<file path="src/rtl/cipher_output_serializer.sv">
// Buffers 128-bit ciphertext blocks and emits them as addressed 32-bit words, MSW first.
// Latency: first word valid one cycle after the block write; blocks arriving while full are dropped and flagged.
module cipher_output_serializer #(
    parameter int DEPTH     = 2,
    parameter int ADDR_STEP = 4
) (
    input  logic         HCLK,
    input  logic         HRESETn,
    input  logic         blk_valid,
    input  logic [127:0] blk_data,
    output logic         blk_ready,
    input  logic         dest_load,
    input  logic [31:0]  dest_base,
    output logic         word_valid,
    output logic [31:0]  word_data,
    output logic [31:0]  word_addr,
    input  logic         word_ready,
    output logic         busy,
    output logic         overflow
);

    localparam int PW = (DEPTH > 1) ? $clog2(DEPTH) : 1;
    localparam int CW = $clog2(DEPTH + 1);

    typedef enum logic {IDLE, SEND} state_t;

    logic [127:0]  mem [DEPTH];
    logic [PW-1:0] wr_ptr;
    logic [PW-1:0] rd_ptr;
    logic [CW-1:0] count;
    logic [CW-1:0] count_next;
    logic [1:0]    word_cnt;
    logic [31:0]   addr_q;
    logic          ovf_q;
    state_t        state;

    logic          full;
    logic          push;
    logic          xfer;
    logic          pop;
    logic          load_ok;
    logic [127:0]  head;

    function automatic logic [PW-1:0] ptr_inc(input logic [PW-1:0] p);
        return (p == PW'(DEPTH - 1)) ? '0 : p + PW'(1);
    endfunction

    assign full       = (count == CW'(DEPTH));
    assign blk_ready  = !full;
    assign busy       = (count != '0);
    assign push       = blk_valid && !full;
    assign word_valid = (state == SEND);
    assign xfer       = word_valid && word_ready;
    assign pop        = xfer && (word_cnt == 2'd3);
    assign load_ok    = dest_load && !busy;
    assign head       = mem[rd_ptr];
    assign word_addr  = addr_q;
    assign overflow   = ovf_q;

    always_comb begin
        count_next = count;
        case ({push, pop})
            2'b10:   count_next = count + CW'(1);
            2'b01:   count_next = count - CW'(1);
            default: count_next = count;
        endcase
    end

    always_comb begin
        word_data = '0;
        if (word_valid) begin
            case (word_cnt)
                2'd0:    word_data = head[127:96];
                2'd1:    word_data = head[95:64];
                2'd2:    word_data = head[63:32];
                default: word_data = head[31:0];
            endcase
        end
    end

    // Storage carries no reset: count gates every read, so stale entries are never visible.
    always_ff @(posedge HCLK) begin
        if (push) begin
            mem[wr_ptr] <= blk_data;
        end
    end

    always_ff @(posedge HCLK) begin
        if (!HRESETn) begin
            wr_ptr   <= '0;
            rd_ptr   <= '0;
            count    <= '0;
            word_cnt <= '0;
            addr_q   <= '0;
            ovf_q    <= 1'b0;
            state    <= IDLE;
        end else begin
            if (push) begin
                wr_ptr <= ptr_inc(wr_ptr);
            end
            if (pop) begin
                rd_ptr <= ptr_inc(rd_ptr);
            end
            count <= count_next;
            if (xfer) begin
                word_cnt <= word_cnt + 2'd1;
            end
            // Load only happens while empty, so it can never race a transfer increment.
            if (load_ok) begin
                addr_q <= dest_base;
            end else if (xfer) begin
                addr_q <= addr_q + 32'(ADDR_STEP);
            end
            if (blk_valid && full) begin
                ovf_q <= 1'b1;
            end else if (load_ok) begin
                ovf_q <= 1'b0;
            end
            state <= (count_next != '0) ? SEND : IDLE;
        end
    end

endmodule

</file>
<file path="config.mk">
export PLATFORM = sky130hd
export DESIGN_NAME = cipher_output_serializer
export DESIGN_NICKNAME = d
export VERILOG_FILES = /design/src/rtl/cipher_output_serializer.sv
export SDC_FILE = /design/constraint.sdc
export NUM_CORES = 1
export LEC_CHECK = 0
export CAP_MARGIN = 20
export CORE_UTILIZATION = 56
export CTS_CLUSTER_SIZE = 8
export DETAILED_ROUTE_END_ITERATION = 10
export PLACE_DENSITY = 0.93
export SLEW_MARGIN = 20
export SYNTH_ARGS = -nofsm -noshare
export SYNTH_HDL_FRONTEND = slang
export SYNTH_SLANG_ARGS = --single-unit
</file>
<file path="constraint.sdc">
create_clock -name HCLK -period 21.9 [get_ports HCLK]
set_input_delay 4.38 -clock HCLK [delete_from_list [all_inputs] [get_ports HCLK]]
set_output_delay 4.38 -clock HCLK [all_outputs]
set_load 0.01 [all_outputs]
</file>
* Yosys cells after proc, flatten, opt, wreduce, memory -nomap -nowiden
Memory sizes are Yosys's and may differ from the RTL's. A register that Yosys moved wholly into a read port is not among the register bits.
Cells that the tools add are included.
Widths: inputs -> output; s select.
** Word-level totals
- Flip-flop bits (word level) :: 40
- RAM bits :: 256
- Input port bits :: 165
- Output and inout port bits :: 68
- Logic and storage cells :: 46
- Memories kept :: 1
** Memory list
- mem :: depth 2, width 128, rd ports 1, clocked after memory_dff 1, wr ports 1, line 27 : logic [127:0] mem [DEPTH];
** Operators by class
- $add $sub $neg :: 6
- Equal/unequal tests :: 6
- Mux-type cells :: 14
- Reduce and logical (&&, ||, !) cells :: 12
** Operators by type and width (number)
- $mux 32 :: 3
- $pmux 32 s3 :: 1
- $add 32x3->32 const B :: 1
- $mux 1 :: 9
- $eq 2x2->1 const B :: 4
- $reduce_bool 2->1 :: 4
- $logic_and 1x1->1 :: 5
- $add 2x1->2 const B :: 2
- $eq 2x1->1 const B :: 2
- $pmux 2 s2 :: 1
- $add 1x1->1 const B :: 2
- $logic_not 1->1 :: 2
- $logic_not 2->1 :: 1
- $sub 2x1->2 const B :: 1

* Depth between registers and ports, before layout
- Depth in word-level cells :: 7
- Depth in mapped cells :: 7
- Depth with buffers taken out :: 7

* Worst setup path before layout
No wires, ideal clock.
- Kind :: input-to-reg
- Start :: in blk_valid
- End :: mem mem[0][0] (enable)
- Library setup time :: 0.617 ns
- Data arrival time :: 9.793 ns
- Data required time :: 21.283 ns
- Setup slack :: 11.490 ns
- Stages on the path :: 2
- Path buffers :: 0
- Cells stage by stage :: nand2_1 > nor2_1
** On the way
- Cells in the longest elaborated chain, start to end :: 3
** RTL lines
- start, declared :: line 9 : input logic blk_valid,
- $logic_and 1x1->1 :: line 51 : assign push = blk_valid && !full;
- $mux 1 :: line 83 : if (push) begin
- $mux 1 (not written as such) :: line 84 : mem[wr_ptr] <= blk_data;
- end, declared :: line 27
Every way passes these cells.

* Worst setup path in the final report
- Start :: reg word_cnt[0]
- End :: out word_data[20]
** On the way
- Cells in the longest elaborated chain, start to end :: 3
- Elaborated cells on any way between the ends :: 5
- Those cells by class :: 2 x eq/ne; 2 x mux; 1 x reduce/logical
** RTL lines
- start, declared :: line 32 : logic [1:0] word_cnt;
- start signal, assigned :: line 106 : word_cnt <= word_cnt + 2'd1;
- $eq 2x2->1, or another cell as far along :: line 72 : case (word_cnt)
- $pmux 32 s3 * :: line 72
- $mux 32 * :: line 71 : if (word_valid) begin
- end, declared :: line 15 : output logic [31:0] word_data,
Mark *: on every way between the ends. The rest lies on a longest branch, timed or not.

==> key figures <==
Timing
  – Setup TNS Final: 0 ns
  – Worst-Margin Slew: 1.10 ns
  – RSZ-0062 raised after global routing: no
  – Max Fclk: 126 MHz
  – Final Cycle Share: a little over a third
  – Final setup vio count: 0
  – Slew HR: 26.8%
  – Fin worst setup slack: 13.94 ns
  – Final Critical Period: 7.96 ns
  – Final Hold Viols: 0
  – Hold WS: 0.455 ns
  – Clk_skew: 0.0178 ns
  – Slew Viols, Final: 0

Layout
  – Final cell count without fillers: 1277
  – Fillers: 1207
  – Design area: 15600 um2
  – Post-layout util: 76.1%
  – Layout cells sized above 1: roughly 10%
  – Layout Nets: 1162
  – Area Growth Syn to Fin: 31.2%

Die
  – FP Rows: 52
  – Die Span Y: 148 um
  – Starting Density: 58.0%
  – Die ar.: 21800 um2
  – I/O pin total: 233
  – Die Width: 148 um
  – Core region area: roughly 20000 um2

Yosys
  – Area leader, netlist: edfxtp_1
  – Post-synthesis async set-or-reset flop share: 0%
  – Register bit total from synthesis: 297
  – Post-Syn Instances: 756
  – Largest cells by area after synthesis: edfxtp_1, dfxtp_1, mux4_2
  – Post-synth top flop: edfxtp_1
  – Yosys top cell area share: 64.7%
  – Syn_nets: 928
  – EDFF count, synth: about 260
  – Syn. warnings: 0
  – Syn Area/Cell: 15.7 um2
  – Post-Syn Area: 11900 um2
  – Synth cell types: 48
  – Seq/Total Area, Yosys: 71.6%

Setup path
  – Worst reg2reg path endpoint: mem[0][86]
  – CP endpoint: word_data[20]
  – Crit path required time: 17.52 ns
  – Worst R2R Path Depth: 5
  – Reg2reg start: count[0]
  – Critical Path AT: ~3.6 ns
  – Crit-path max FO: 48
  – Setup crit start: word_cnt[0]
  – R2R Setup Slk: between 15 and 20 ns
  – Critical path type: reg -> out
  – CP Capture Type: output pin
  – Startpoint Class: flop

Global routing
  – Largest net degree at the start of global routing: 83
  – Vias in the first global route: about 8300
  – First-pass GRT wire length: 43700 um
  – Global-route usage over all layers: 26.7%
  – Total gr overflow: 0
  – Antenna violations before repair: 1

Clocking
  – Longest Clk Path Bufs: 3
  – Root buffer cell: clkbuf_16
  – Hold-fix buffers at CTS: 0
  – CTS tree: yes
  – Post-cts gate resize count: 0
  – Worst-Skew Late Latency: 0.52 ns
  – Sink Count: 297
  – CTS Buf Count: 43
  – Postcts setup bufs: 0
  – H-tree levels: 2
  – CTS clk-pin slew, worst paths: ~0.05 ns

Drt
  – Vias per Instance: 6.21
  – Drt first pass iters: 6
  – Remaining antenna violation count: 0
  – Final WL: 28900 um
  – DRC viols: 0
  – Routed wire per std cell: roughly 23 um
  – Via count: 7924
  – 1st-iter DRT viols: 727

Placed design
  – DP Cell Count: 1215
  – Area post-placement: 14400 um2
  – Final Wtd Congestion: 0.862
  – Worst slack at placement: 14.60 ns
  – PortBufs: 232
  – Detail Placement HPWL: 18100 um

Power
  – Peak supply drop: 0.0878 mV
  – Total power draw: around 1.5 mW
  – Leak: 5.45 nW
  – Pwr dens: 94.7 nW/um2

Min path
  – Min-Delay Path Class: reg -> reg
  – WHS Path Cells: 2

Flow run
  – Max-cap viol count: 0

Outcome
  – Status: finished clean
## flip-flops by register name, indices dropped and copies added, names as in the netlist, named ones only
name,cells
mem,256
word_addr,32
count,2
word_cnt,2
overflow,1
rd_ptr,1
word_valid,1
wr_ptr,1
## layout make-up
| type | instances | area [um2] | area share [%] |
|---|---|---|---|
| timing repair buffer | 240 | 2380 | 15.3 |
| antenna | 1 | 2.50 | 0.0160 |
| clock buffer | 58 | 1130 | 7.26 |
| tap | 270 | 338 | 2.17 |
| clock inverter | 3 | 37.5 | 0.241 |
| inverter | 69 | 259 | 1.66 |
| multi-input combinational | 339 | 2930 | 18.8 |
| sequential | 297 | 8510 | 54.6 |
## layer usage
layer  GRT usage, %  routed length (um)  vias up
met5              0                   0        -
met2           46.6               15000      497
met4           12.5                1060        0
met1           30.7               10000     3846
met3           7.10                2840       82
li1               -                   -     3499
## worst max-delay path: stages (launching register included)
cell and delay [ns]:
dfxtp_1 0.34, inv_1 0.14, ha_2 0.44, buf_4 0.56, a222oi_1 0.24, mux4_2 0.50, nor2b_1 0.22, clkdlybuf4s50_1 0.59
## cell usage in the layout (no fill, tap or decap), types with 16 or more instances in the layout
cell,instances
clkdlybuf4s50_1,232
edfxtp_1,256
dfxtp_1,39
nand2_1,22
a222oi_1,64
mux4_2,32
o21ai_0,24
nor2b_1,33
inv_1,69
nand3_1,16
clkbuf_16,43
## cell families after synthesis
family | count (synthesis) | share of synthesized area, %
flops | 297 | 71.6
buf+inv | 120 | 3.95
fa+ha+maj | 7 | 0.737
xor+xnor | 17 | 1.25
simple gates | 149 | 7.31
compound gates | 134 | 9.11
mux | 32 | 6.06
## synth_stat cells (3+ instances only)
master and count:
a32oi_1 3, xnor2_1 8, xor2_1 9, or4_1 10
nor2b_1 33, dfxtp_1 41, o31ai_1 10, nor3b_1 4
nor3_1 6, nand4_1 10, ha_1 7, and3_1 8
and4_1 4, a31oi_1 9, nor4_1 4, or3_1 3
nor2_1 16, mux4_2 32, a211oi_1 5, edfxtp_1 256
nand2_1 22, a222oi_1 64, a311oi_1 3, nand3_1 16
o21ai_0 24, a21oi_1 10, buf_2 5, clkbuf_1 38
inv_1 69, buf_1 5
## where the power goes
group,total (mW),internal (mW),switching [mW]
Clock,0.577,0.356,0.222
Sequential,0.701,0.672,0.0286
Combinational,0.199,0.101,0.0971
## how the worst min path moves through the flow
stage	end	slack (ns)	startpoint
after global routing	word_addr[1]	0.47	word_addr[1]
after CTS	word_addr[1]	0.46	word_addr[1]
after detailed placement	word_addr[1]	0.45	word_addr[1]
final	word_addr[1]	0.45	word_addr[1]
after global placement	word_addr[0]	0.44	word_addr[0]
after floorplan	word_addr[0]	0.48	word_addr[0]
(Power assumes the default switching activity.)
